`config.mk`:
```
export PLATFORM = sky130hd
export DESIGN_NAME = img_rx_unpack_flat
export DESIGN_NICKNAME = d
export VERILOG_FILES = /design/src/rtl/img_rx_if.sv /design/src/rtl/img_rx_unpack.sv /design/src/flat_wrapper.sv
export SDC_FILE = /design/constraint.sdc
export NUM_CORES = 1
export LEC_CHECK = 0
export CORE_UTILIZATION = 51
export DETAILED_ROUTE_END_ITERATION = 6
export DONT_BUFFER_PORTS = 1
export PLACE_DENSITY = 0.67
export SLEW_MARGIN = 20
export SYNTH_ARGS = -nofsm -noshare
export SYNTH_HDL_FRONTEND = slang
export SYNTH_SLANG_ARGS = --single-unit
```
`constraint.sdc`:
```
create_clock -name clk -period 2.35 [get_ports clk]
set_input_delay 0 -clock clk [delete_from_list [all_inputs] [get_ports clk]]
set_output_delay 0 -clock clk [all_outputs]
set_load 0.005 [all_outputs]
```
`src/rtl/img_rx_if.sv`:
```
// Byte-in / bit-out bundle between the UART receiver, the image unpacker and the
// input-image RAM / core controller.
interface img_rx_if #(
    parameter int ADDR_W = 10
);
    logic              rx_rdy;
    logic [7:0]        rx_data;
    logic              img_ack;
    logic              we;
    logic [ADDR_W-1:0] waddr;
    logic              wdata;
    logic              img_rdy;
    logic              ovr;
    logic              busy;

    modport master (
        output rx_rdy, rx_data, img_ack,
        input  we, waddr, wdata, img_rdy, ovr, busy
    );

    modport slave (
        input  rx_rdy, rx_data, img_ack,
        output we, waddr, wdata, img_rdy, ovr, busy
    );
endinterface

```
`src/rtl/img_rx_unpack.sv`:
```
// Unpacks received bytes LSB-first into single-bit RAM writes and flags a
// complete image until the core acknowledges it.
//
// state | meaning
// IDLE  | waiting for the next byte of the current image
// WRITE | emitting the 8 bit writes of the latched byte
// DONE  | image complete, img_rdy held until img_ack
module img_rx_unpack #(
    parameter int NUM_BITS = 784,
    parameter int ADDR_W   = 10
) (
    input logic        clk,
    input logic        rst_n,
    img_rx_if.slave    bus
);
    localparam logic [1:0] IDLE  = 2'd0;
    localparam logic [1:0] WRITE = 2'd1;
    localparam logic [1:0] DONE  = 2'd2;

    localparam logic [ADDR_W-1:0] LAST_PTR = ADDR_W'(NUM_BITS - 8);
    localparam logic [ADDR_W-1:0] STEP     = ADDR_W'(8);

    logic [1:0]        state;
    logic [ADDR_W-1:0] ptr;
    logic [2:0]        idx;
    logic [7:0]        sr;
    logic              accept;
    logic              drop;

    // An ack arriving alongside a byte lets that byte open the next image.
    assign accept = bus.rx_rdy && ((state == IDLE) || (state == DONE && bus.img_ack));
    assign drop   = bus.rx_rdy && !accept;

    always_ff @(posedge clk or negedge rst_n) begin
        if (!rst_n) begin
            state       <= IDLE;
            ptr         <= '0;
            idx         <= '0;
            sr          <= '0;
            bus.we      <= 1'b0;
            bus.waddr   <= '0;
            bus.wdata   <= 1'b0;
            bus.img_rdy <= 1'b0;
            bus.ovr     <= 1'b0;
            bus.busy    <= 1'b0;
        end else begin
            if (accept) begin
                sr        <= bus.rx_data;
                bus.we    <= 1'b1;
                bus.waddr <= ptr;
                bus.wdata <= bus.rx_data[0];
                bus.busy  <= 1'b1;
                idx       <= 3'd1;
                state     <= WRITE;
            end else begin
                case (state)
                    IDLE: ;
                    WRITE: begin
                        // idx wraps to 0 once bit 7 has been issued
                        if (idx == 3'd0) begin
                            bus.we   <= 1'b0;
                            bus.busy <= 1'b0;
                            if (ptr == LAST_PTR) begin
                                ptr         <= '0;
                                bus.img_rdy <= 1'b1;
                                state       <= DONE;
                            end else begin
                                ptr   <= ptr + STEP;
                                state <= IDLE;
                            end
                        end else begin
                            bus.waddr <= ptr + ADDR_W'(idx);
                            bus.wdata <= sr[idx];
                            idx       <= idx + 3'd1;
                        end
                    end
                    DONE: begin
                        if (bus.img_ack) state <= IDLE;
                    end
                    default: state <= IDLE;
                endcase
            end

            if (state == DONE && bus.img_ack) begin
                bus.img_rdy <= 1'b0;
                bus.ovr     <= 1'b0;
            end else if (drop) begin
                bus.ovr <= 1'b1;
            end
        end
    end
endmodule

```
`src/flat_wrapper.sv`:
```
// flat-port wrapper written by rule: the top's interface ports become plain ports
module img_rx_unpack_flat 
#(
    parameter int NUM_BITS = 784,
    parameter int ADDR_W   = 10
)
  (clk, rst_n, bus_rx_rdy, bus_rx_data, bus_img_ack, bus_we, bus_waddr, bus_wdata, bus_img_rdy, bus_ovr, bus_busy);
  img_rx_if #(.ADDR_W(ADDR_W)) bus_i ();
  input logic clk;
  input logic rst_n;
  input wire logic [$bits(bus_i.rx_rdy)-1:0] bus_rx_rdy;
  input wire logic [$bits(bus_i.rx_data)-1:0] bus_rx_data;
  input wire logic [$bits(bus_i.img_ack)-1:0] bus_img_ack;
  output wire logic [$bits(bus_i.we)-1:0] bus_we;
  output wire logic [$bits(bus_i.waddr)-1:0] bus_waddr;
  output wire logic [$bits(bus_i.wdata)-1:0] bus_wdata;
  output wire logic [$bits(bus_i.img_rdy)-1:0] bus_img_rdy;
  output wire logic [$bits(bus_i.ovr)-1:0] bus_ovr;
  output wire logic [$bits(bus_i.busy)-1:0] bus_busy;
  assign bus_i.rx_rdy = bus_rx_rdy;
  assign bus_i.rx_data = bus_rx_data;
  assign bus_i.img_ack = bus_img_ack;
  assign bus_we = bus_i.we;
  assign bus_waddr = bus_i.waddr;
  assign bus_wdata = bus_i.wdata;
  assign bus_img_rdy = bus_i.img_rdy;
  assign bus_ovr = bus_i.ovr;
  assign bus_busy = bus_i.busy;
  img_rx_unpack #(.NUM_BITS(NUM_BITS), .ADDR_W(ADDR_W)) u_core (.clk(clk), .rst_n(rst_n), .bus(bus_i));
endmodule
```
==> impl_metrics.yaml, run 1 <==
outcome:
  outcome: "complete, but fails checks"
  violations: "design-rule violations"
timing:
  finalClockSkew_ps: 13.2
  hold_viol: 0
  fin_ws_ps: 375
  rsz0062_at_grt: "false"
  period_needed_ps: 1980
  fmax_mhz: 506
  tightest_slew_ps: 519
  report.final.slew_viol_count: 0
  relSlewSlack_pct: 65.4
  fin_crit_sh_pct: 84.0
  setup_violations: 0
  whs_ps: 81.6
  finalSetupTns_ps: 0
drt:
  met2RoutedLength_mm: 1.34
  num_vias: 1048
  top_layer_used: "met4"
  wl_met1_mm: 1.33
  dr_wl_met3_um: 223
  antenna_left: 0
  drt-total-wl_mm: 2.97
  wl_per_cell_um: 17.4
  via_per_inst: 6.16
  drt_iter0_markers: 30
  first_pass_iters: 6
  drc: 1
critical_path:
  crit_required_ps: 2570
  r2r_cells: 5
  critPathLaunch: "u_core.idx[0]$_DFFE_PN0P_"
  crit_fanout: 10
  critPathCaptureType: "flop"
  critPathKind: "reg2reg"
  crit_arrival_ps: 2200
  worstReg2RegStart: "u_core.idx[0]$_DFFE_PN0P_"
  startpoint_type: "flop"
floorplanning:
  design.core.area_mm2: 0.00285
  ios: 27
  die_area_mm2: 0.00335
  start_util_pct: 55.9
  die_h_um: 57.9
  die_x_um: 57.9
  num_rows: 19
global_routing:
  track_usage_pct: 20.9
  grt_max_degree: 35
  antenna_found_initial: 0
  grt_pass1_wl_mm: 5.09
  grt_pass1_vias: 1129
  overflow: 0
power_and_ir_drop:
  power_leakage_nw: 0.799
  ir_worst_vdd_uv: 628
  finalPower_mw: 2.15
  power.density_mw_per_mm2: 1190
job:
  drv_cap: 0
cells_and_area:
  fin_cells: 170
  layout.nets: 153
  finish.utilization_pct: 63.4
  layout-drive-gt1-share_pct: 13.7
  area_growth_pct: 13.5
  n_antenna_cell: 0
  stdcell_area_mm2: 0.00181
place:
  numPortBuffers: 0
  dpl.cell_count: 150
  gp_congestion: 0.795
  postPlaceCellArea_mm2: 0.00160
  dp_hpwl_mm: 2.01
  place_ws_ps: 400
logic_synthesis:
  synth_fa_ha_area_share_pct: 2.35
  ys_ff_latch: 34
  postSynthCellCount: 123
  synth_top_family_by_area: "simple AND/OR/NAND/NOR gates"
  ys_seq_area_share_pct: 53.4
  syn_area_mm2: 0.00159
  synthXorXnorAreaFrac_pct: 1.65
  ys_types: 39
  syn_nets: 138
  synthSimpleGateAreaFrac_pct: 14.1
  synth_mux_area_share_pct: 13.0
  synth_area_per_cell_um2: 13.0
  synth_warnings: 0
  synth-edff-count: 0
  synth-async-reset-ratio_pct: 100
  synth_flop_cell: "dfrtp_1"
  synth_compound_area_share_pct: 11.2
clock_network:
  cts_setup_buffers: 0
  cts_resized: 0
  clkLatencyLatePin_ps: 350
  cts_buffer_depth: 2
  clk_pin_slew_worst_paths_ps: 110
  htree_levels: 2
  cts_tree: "built"
  cts_inserted_buffers: 5
  clock_sinks: 34
  cts_root_buf: "clkbuf_4"
min_path:
  hp-class: "in2async"
[critical path, cell delays in order (launching register included)]
cell	delay, ps
dfrtp_1	460
inv_1	110
ha_1	280
nand2b_1	230
a22oi_4	390
mux2_1	370
[state kept, by name, summed over array words and instances (netlist names)]
register	flops
u_core.sr	8
u_core.state	2
u_core.bus.ovr	1
u_core.bus.busy	1
u_core.bus.wdata	1
u_core.bus.waddr	10
u_core.idx	3
u_core.bus.img_rdy	1
u_core.ptr	7
[power breakdown]
part           internal (mW)  total [mW]  switching [mW]  leakage (nW)
combinational          0.370       0.728           0.358         0.330
clock                  0.204       0.407           0.202        0.0446
sequential             0.795        1.01           0.217         0.425
[path summary, 6_finish.rpt]
check                                                   to  slack [ps]
hold / removal             u_core.bus.waddr[1]$_DFFE_PN0P_          80
setup / recovery           u_core.bus.waddr[6]$_DFFE_PN0P_         370
setup reg to reg           u_core.bus.waddr[6]$_DFFE_PN0P_         370
max in group asynchronous        u_core.ptr[7]$_DFFE_PN0P_        2080
min in group clk                  u_core.sr[0]$_DFFE_PN0P_          80
hold reg to reg                   u_core.sr[7]$_DFFE_PN0P_         500
[routing by layer]
| metal | global-route usage, % | vias up |
|---|---|---|
| li1 | - | 481 |
| met1 | 24.7 | 517 |
| met2 | 33.0 | 40 |
| met3 | 6.92 | 10 |
| met4 | 12.9 | 0 |
| met5 | 0 | - |
[cell usage after synthesis (all sizes together) (2+ instances only)]
| library cell | instances | area, um2 |
|---|---|---|
| xnor2 | 3 | 26.3 |
| mux2 | 14 | 158 |
| or4 | 3 | 26.3 |
| nand4 | 4 | 25.0 |
| dfrtp | 34 | 851 |
| nor2b | 2 | 12.5 |
| mux4 | 2 | 48.8 |
| inv | 8 | 30.0 |
| nand3 | 4 | 20.0 |
| nand2b | 3 | 18.8 |
| a21oi | 5 | 28.8 |
| a21o | 3 | 22.5 |
| o21ai | 8 | 40.0 |
| nand2 | 4 | 15.0 |
| buf | 5 | 40.0 |
| ha | 3 | 37.5 |
| o31ai | 3 | 22.5 |
[layout by cell type, fill, tap and decap left out, drive strengths merged, types with 2 or more instances in the layout]
master,n
or4,3
clkbuf,8
o21ai,8
nor2b,2
xnor2,3
buf,2
nand3,4
o31ai,3
dlygate4sd3,11
mux2,14
inv,8
dfrtp,34
nand4,4
a21oi,5
a21o,3
ha,3
nand2b,3
nand2,4
mux4,2
[layout make-up]
type                    instances  area (um2)
well taps                      31        38.8
flip-flops and latches         34         851
multi-input cells              76         673
repair buffers                 13         138
clock buffers                   8        78.8
fillers                       227        1040
inverters                       8        30.0
[cells by family after synthesis]
kind of cell    Yosys count
simple gates             29
xor+xnor                  3
fa+ha+maj                 3
mux                      16
compound gates           25
buf+inv                  13
flops                    34
[repair_timing]
action / 4_1_cts / 5_1_grt
hold endpoints to repair: 46 / 0
hold buffers: 12 / 0
endpoints found under the setup margin: 0 / 0
(Power assumes the default switching activity.)
==> run 2, diff against run 1 <==
--- a/config.mk
+++ b/config.mk
@@ -8,7 +8,7 @@
 export CORE_UTILIZATION = 51
 export DETAILED_ROUTE_END_ITERATION = 6
 export DONT_BUFFER_PORTS = 1
-export PLACE_DENSITY = 0.67
+export PLACE_DENSITY = 0.7
 export SLEW_MARGIN = 20
 export SYNTH_ARGS = -nofsm -noshare
 export SYNTH_HDL_FRONTEND = slang
==> constraint.sdc (replaced) <==
create_clock -name clk -period 1.7 [get_ports clk]
set_input_delay 0 -clock clk [delete_from_list [all_inputs] [get_ports clk]]
set_output_delay 0 -clock clk [all_outputs]
set_load 0.005 [all_outputs]
==> run 2 against run 1 <==
First-iteration DRC count grew 3.3%. Non-clock buffer count grew 11. Largest cell class unchanged. Global-route usage shrank 0.37 points. The run still ends with design-rule violations left. Setup slack lost 290 ps. Sequential power grew 33%.
==> impl_metrics.yaml, run 2 (same netlist as run 1, synthesis figures left out) <==
outcome:
  outcome: "complete, but fails checks"
  violations: "design-rule violations"
power_and_ir_drop:
  ir_worst_vdd_uv: 907
  finalPower_mw: 3.17
  p_int_mw: 2.07
  p_switching_mw: 1.10
  power.share.switching_pct: 34.7
  power.density_mw_per_mm2: 1650
  pwr-share-clk_pct: 17.1
  seq_power_share_pct: 42.2
  power_leakage_nw: 0.854
  pwr-share-comb_pct: 40.7
critical_path:
  crit_family: "simple AND/OR/NAND/NOR gates"
  startpoint_type: "flop"
  max_stage_delay_ps: 410
  crit_arrival_ps: 1810
  worst-path-buf-inv: 2
  crit_chain: "inv_2 > ha_4 > nand4bb_4 > buf_4 > nor4_4 > a21oi_1"
  crit_required_ps: 1900
  critPathKind: "reg2reg"
  slowest_stage: "dfrtp_1"
  crit_fanout: 5
  critPathCaptureType: "flop"
place:
  dp_hpwl_mm: 2.18
  dpl.cell_count: 161
  gp_congestion: 0.778
  postPlaceCellArea_mm2: 0.00170
  numPortBuffers: 0
  place_ws_ps: 10.0
cells_and_area:
  layout-drive-gt1-share_pct: 22.7
  largest_register: "u_core.bus.waddr"
  top_regs: "u_core.bus.waddr x10, u_core.sr x8, u_core.ptr x7"
  largest_reg_flops: 10
  final_common_cell: "dfrtp_1"
  fin_cells: 181
  area_growth_pct: 20.4
  final_cell_mix: "dfrtp_1 (34), mux2_1 (14), dlygate4sd3_1 (11), buf_4 (11)"
  layout.nets: 164
  stdcell_area_mm2: 0.00192
  finish.utilization_pct: 67.3
  n_antenna_cell: 0
global_routing:
  track_usage_pct: 20.5
  grt_pass1_wl_mm: 5.09
  overflow: 0
  antenna_found_initial: 0
  grt_max_degree: 35
  grt_pass1_vias: 1116
timing:
  finalClockSkew_ps: 6.52
  report.final.slew_viol_count: 0
  tightest_slew_ps: 386
  fin_crit_sh_pct: 95.1
  period_needed_ps: 1620
  whs_ps: 112
  fmax_mhz: 618
  hold_viol: 0
  relSlewSlack_pct: 74.1
  finalSetupTns_ps: 0
  setup_violations: 0
  rsz0062_at_grt: "false"
  fin_ws_ps: 82.5
min_path:
  hp-class: "in2async"
clock_network:
  cts_inserted_buffers: 5
  cts_tree: "built"
  clkLatencyLatePin_ps: 330
  cts_root_buf: "clkbuf_4"
  clk_pin_slew_worst_paths_ps: 100
  cts_setup_buffers: 0
  cts_buffer_depth: 2
  clock_sinks: 34
  htree_levels: 2
drt:
  antenna_left: 0
  num_vias: 1047
  first_pass_iters: 6
  drc: 2
  via_per_inst: 5.78
  drt-total-wl_mm: 3.06
  drt_iter0_markers: 31
  wl_per_cell_um: 16.9
floorplanning:
  die_x_um: 57.9
  ios: 27
  num_rows: 19
  start_util_pct: 55.9
  die_h_um: 57.9
  die_area_mm2: 0.00335
  design.core.area_mm2: 0.00285
job:
  drv_cap: 0
-- run 2: per-layer routing --
| metal | vias up | part of all wire (%) | track usage [%] |
|---|---|---|---|
| met1 | 511 | 47 | 29.0 |
| met5 | - | 0 | 0 |
| met2 | 30 | 45 | 28.9 |
| met3 | 5 | 6.6 | 7.59 |
| li1 | 501 | - | - |
| met4 | 0 | 1.1 | 8.16 |
-- run 2: final cells by class --
type / count / area (um2)
clock buffer: 8 / 78.8
fill: 227 / 933
inverter: 8 / 30.0
multi-input combinational: 76 / 688
sequential: 34 / 851
tap: 31 / 38.8
timing repair buffer: 24 / 233
-- run 2: final timing paths --
check / startpoint / endpoint / slack [ps] / depth (start not counted)
max in group asynchronous: rst_n / u_core.bus.waddr[6]$_DFFE_PN0P_ / 1400 / 2
min: rst_n / u_core.bus.img_rdy$_DFFE_PN0P_ / 110 / 2
max: u_core.idx[1]$_DFFE_PN0P_ / u_core.ptr[5]$_DFFE_PN0P_ / 80 / 6
min reg2reg: u_core.sr[6]$_DFFE_PN0P_ / u_core.sr[6]$_DFFE_PN0P_ / 500 / 1
max reg2reg: u_core.idx[1]$_DFFE_PN0P_ / u_core.ptr[5]$_DFFE_PN0P_ / 80 / 6
min in group clk: bus_rx_rdy / u_core.sr[0]$_DFFE_PN0P_ / 130 / 3
-- run 2: what timing repair did --
| action | 4_1_cts | 5_1_grt |
|---|---|---|
| setup endpoints to repair | 5 | 18 |
| hold buffers | 12 | 0 |
| endpoints found under the hold margin | 46 | 0 |
| pin swaps | 0 | 1 |
| gates resized for setup | 1 | 4 |
-- run 2: power groups by stage --
stage          clock, mW  combinational, mW  sequential, mW
6_report           0.543               1.29            1.34
5_1_grt            0.595               1.40            1.37
4_1_cts            0.557               1.27            1.33
3_5_place_dp           0               1.22            1.35
3_3_place_gp           0               1.17            1.33
2_1_floorplan          0              0.860            1.31
==> run 3, diff against run 2 <==
--- a/config.mk
+++ b/config.mk
@@ -8,7 +8,7 @@
 export CORE_UTILIZATION = 51
 export DETAILED_ROUTE_END_ITERATION = 6
 export DONT_BUFFER_PORTS = 1
-export PLACE_DENSITY = 0.7
+export PLACE_DENSITY = 0.64
 export SLEW_MARGIN = 20
 export SYNTH_ARGS = -nofsm -noshare
 export SYNTH_HDL_FRONTEND = slang
==> constraint.sdc (replaced) <==
create_clock -name clk -period 1.5 [get_ports clk]
set_input_delay 0 -clock clk [delete_from_list [all_inputs] [get_ports clk]]
set_output_delay 0 -clock clk [all_outputs]
set_load 0.005 [all_outputs]
==> run 3 against run 2 <==
The flow finishes with violations (negative setup slack). Cell area grew 7.0%. Wire length rose by 2.1%. Largest power group is now combinational cells. Die area stayed put. Worst hold slack worse by 81 ps. Sequential cell count unchanged. Register-to-register slack got worse by 140 ps. Combinational power grew 47%. Sequential power increased by 9%. Total power up 21%. First-iteration DRC count up 84%. Clock skew up 1.8 ps.
==> impl_metrics.yaml, run 3 (same netlist as run 1, synthesis figures left out) <==
place:
  place_ws_ps: -44.3
  dp_hpwl_mm: 2.17
  numPortBuffers: 0
  postPlaceCellArea_mm2: 0.00179
  gp_congestion: 0.792
critical_path:
  startpoint_type: "flop"
  crit_required_ps: 1780
  crit_fanout: 5
  critPathKind: "reg2reg"
  crit_arrival_ps: 1830
  critPathCaptureType: "flop"
global_routing:
  grt-busiest-layer: "met2"
  met2_usage_pct: 33.5
  grt_pass1_vias: 1145
  met1_usage_pct: 29.1
  grt_max_degree: 35
  track_usage_pct: 21.8
  met3_usage_pct: 7.59
  grt_pass1_wl_mm: 5.30
  antenna_found_initial: 0
  overflow: 0
floorplanning:
  ios: 27
  start_util_pct: 55.9
  die_h_um: 57.9
  die_area_mm2: 0.00335
  die_x_um: 57.9
  num_rows: 19
  design.core.area_mm2: 0.00285
power_and_ir_drop:
  power_leakage_nw: 0.930
  power.density_mw_per_mm2: 1870
  ir_worst_vdd_uv: 1160
drt:
  first_pass_iters: 4
  antenna_left: 0
  wl_per_cell_um: 16.3
  drt_iter0_markers: 57
  drt-total-wl_mm: 3.12
  via_per_inst: 5.78
  num_vias: 1109
  drc: 0
timing:
  relSlewSlack_pct: 80.3
  whs_ps: 31.5
  fmax_mhz: 642
  report.final.slew_viol_count: 0
  finalClockSkew_ps: 8.30
  fin_ws_ps: -57.0
  rsz0062_at_grt: "true"
  hold_viol: 0
  period_needed_ps: 1560
  tightest_slew_ps: 292
  setup_violations: 5
  finalSetupTns_ps: -188
  fin_crit_sh_pct: 104
clock_network:
  cts_root_buf: "clkbuf_4"
  clkLatencyLatePin_ps: 330
  cts_buffer_depth: 2
  clock_sinks: 34
  htree_levels: 2
  clk_pin_slew_worst_paths_ps: 100
  cts_tree: "built"
  cts_inserted_buffers: 5
cells_and_area:
  area_growth_pct: 28.8
  largest_reg_flops: 10
  largest_register: "u_core.bus.waddr"
  finish.utilization_pct: 72.0
  layout-drive-gt1-share_pct: 35.4
  n_antenna_cell: 0
  final_common_cell: "dfrtp_1"
  stdcell_area_mm2: 0.00205
  layout.nets: 177
  top_regs: "u_core.bus.waddr x10, u_core.sr x8, u_core.ptr x7"
  final_cell_mix: "dfrtp_1 (34), buf_4 (21), dlygate4sd3_1 (11)"
outcome:
  violations: "negative setup slack"
  outcome: "complete, but fails checks"
min_path:
  hp-class: "in2reg"
job:
  drv_cap: 0
-- run 3: worst max-delay path, stage by stage, from the launching register on --
cell       delay [ps]
dfrtp_1           400
inv_2              80
ha_4              180
nand4bb_4         140
buf_6             160
nor4_4            240
buf_4             190
o21a_1            110
-- run 3: area by class of cell --
cell class                      instances  area, um2
Clock buffer                            6       51.3
Fill cell                             189        800
Inverter                                8       30.0
Multi-Input combinational cell         76        732
Sequential cell                        34        851
Tap cell                               31       38.8
Timing Repair Buffer                   37        350
-- run 3: stage by stage --
stage | cells | total power, mW
6_report | 192 | 3.84
5_1_grt | 192 | 4.12
4_1_cts | 188 | 3.76
3_5_place_dp | 168 | 3.15
2_1_floorplan | 123 | 2.56
3_3_place_gp | 168 | 3.07
-- run 3: path summary, 6_finish.rpt --
path / from / to / slack (ps) / cells after the start
worst max-delay path: u_core.idx[0]$_DFFE_PN0P_ / u_core.bus.img_rdy$_DFFE_PN0P_ / -60 / 7
worst min-delay path: bus_rx_rdy / u_core.sr[0]$_DFFE_PN0P_ / 30 / 3
worst max register to register: u_core.idx[0]$_DFFE_PN0P_ / u_core.bus.img_rdy$_DFFE_PN0P_ / -60 / 7
worst min register to register: u_core.sr[5]$_DFFE_PN0P_ / u_core.sr[5]$_DFFE_PN0P_ / 490 / 1
max in group asynchronous: rst_n / u_core.bus.waddr[7]$_DFFE_PN0P_ / 1210 / 2
min in group asynchronous: rst_n / u_core.ptr[9]$_DFFE_PN0P_ / 110 / 2
-- run 3: power breakdown --
part	internal [mW]	total, mW	switching, mW
Combinational	1.07	1.89	0.812
Sequential	1.25	1.46	0.215
Clock	0.211	0.494	0.283
-- run 3: routing by layer --
layer / routed length (um) / vias to the layer above
met5: 0 / -
met4: 44 / 0
met3: 145 / 5
met2: 1440 / 26
met1: 1490 / 552
li1: - / 526
-- run 3: what timing repair did --
action | in CTS | in global routing
setup endpoints to repair | 19 | 15
resized for setup | 3 | 8
pin swaps | 3 | 3
buffers inserted | 2 | 4
hold buffers | 12 | 0
endpoints found under the hold margin | 46 | 0
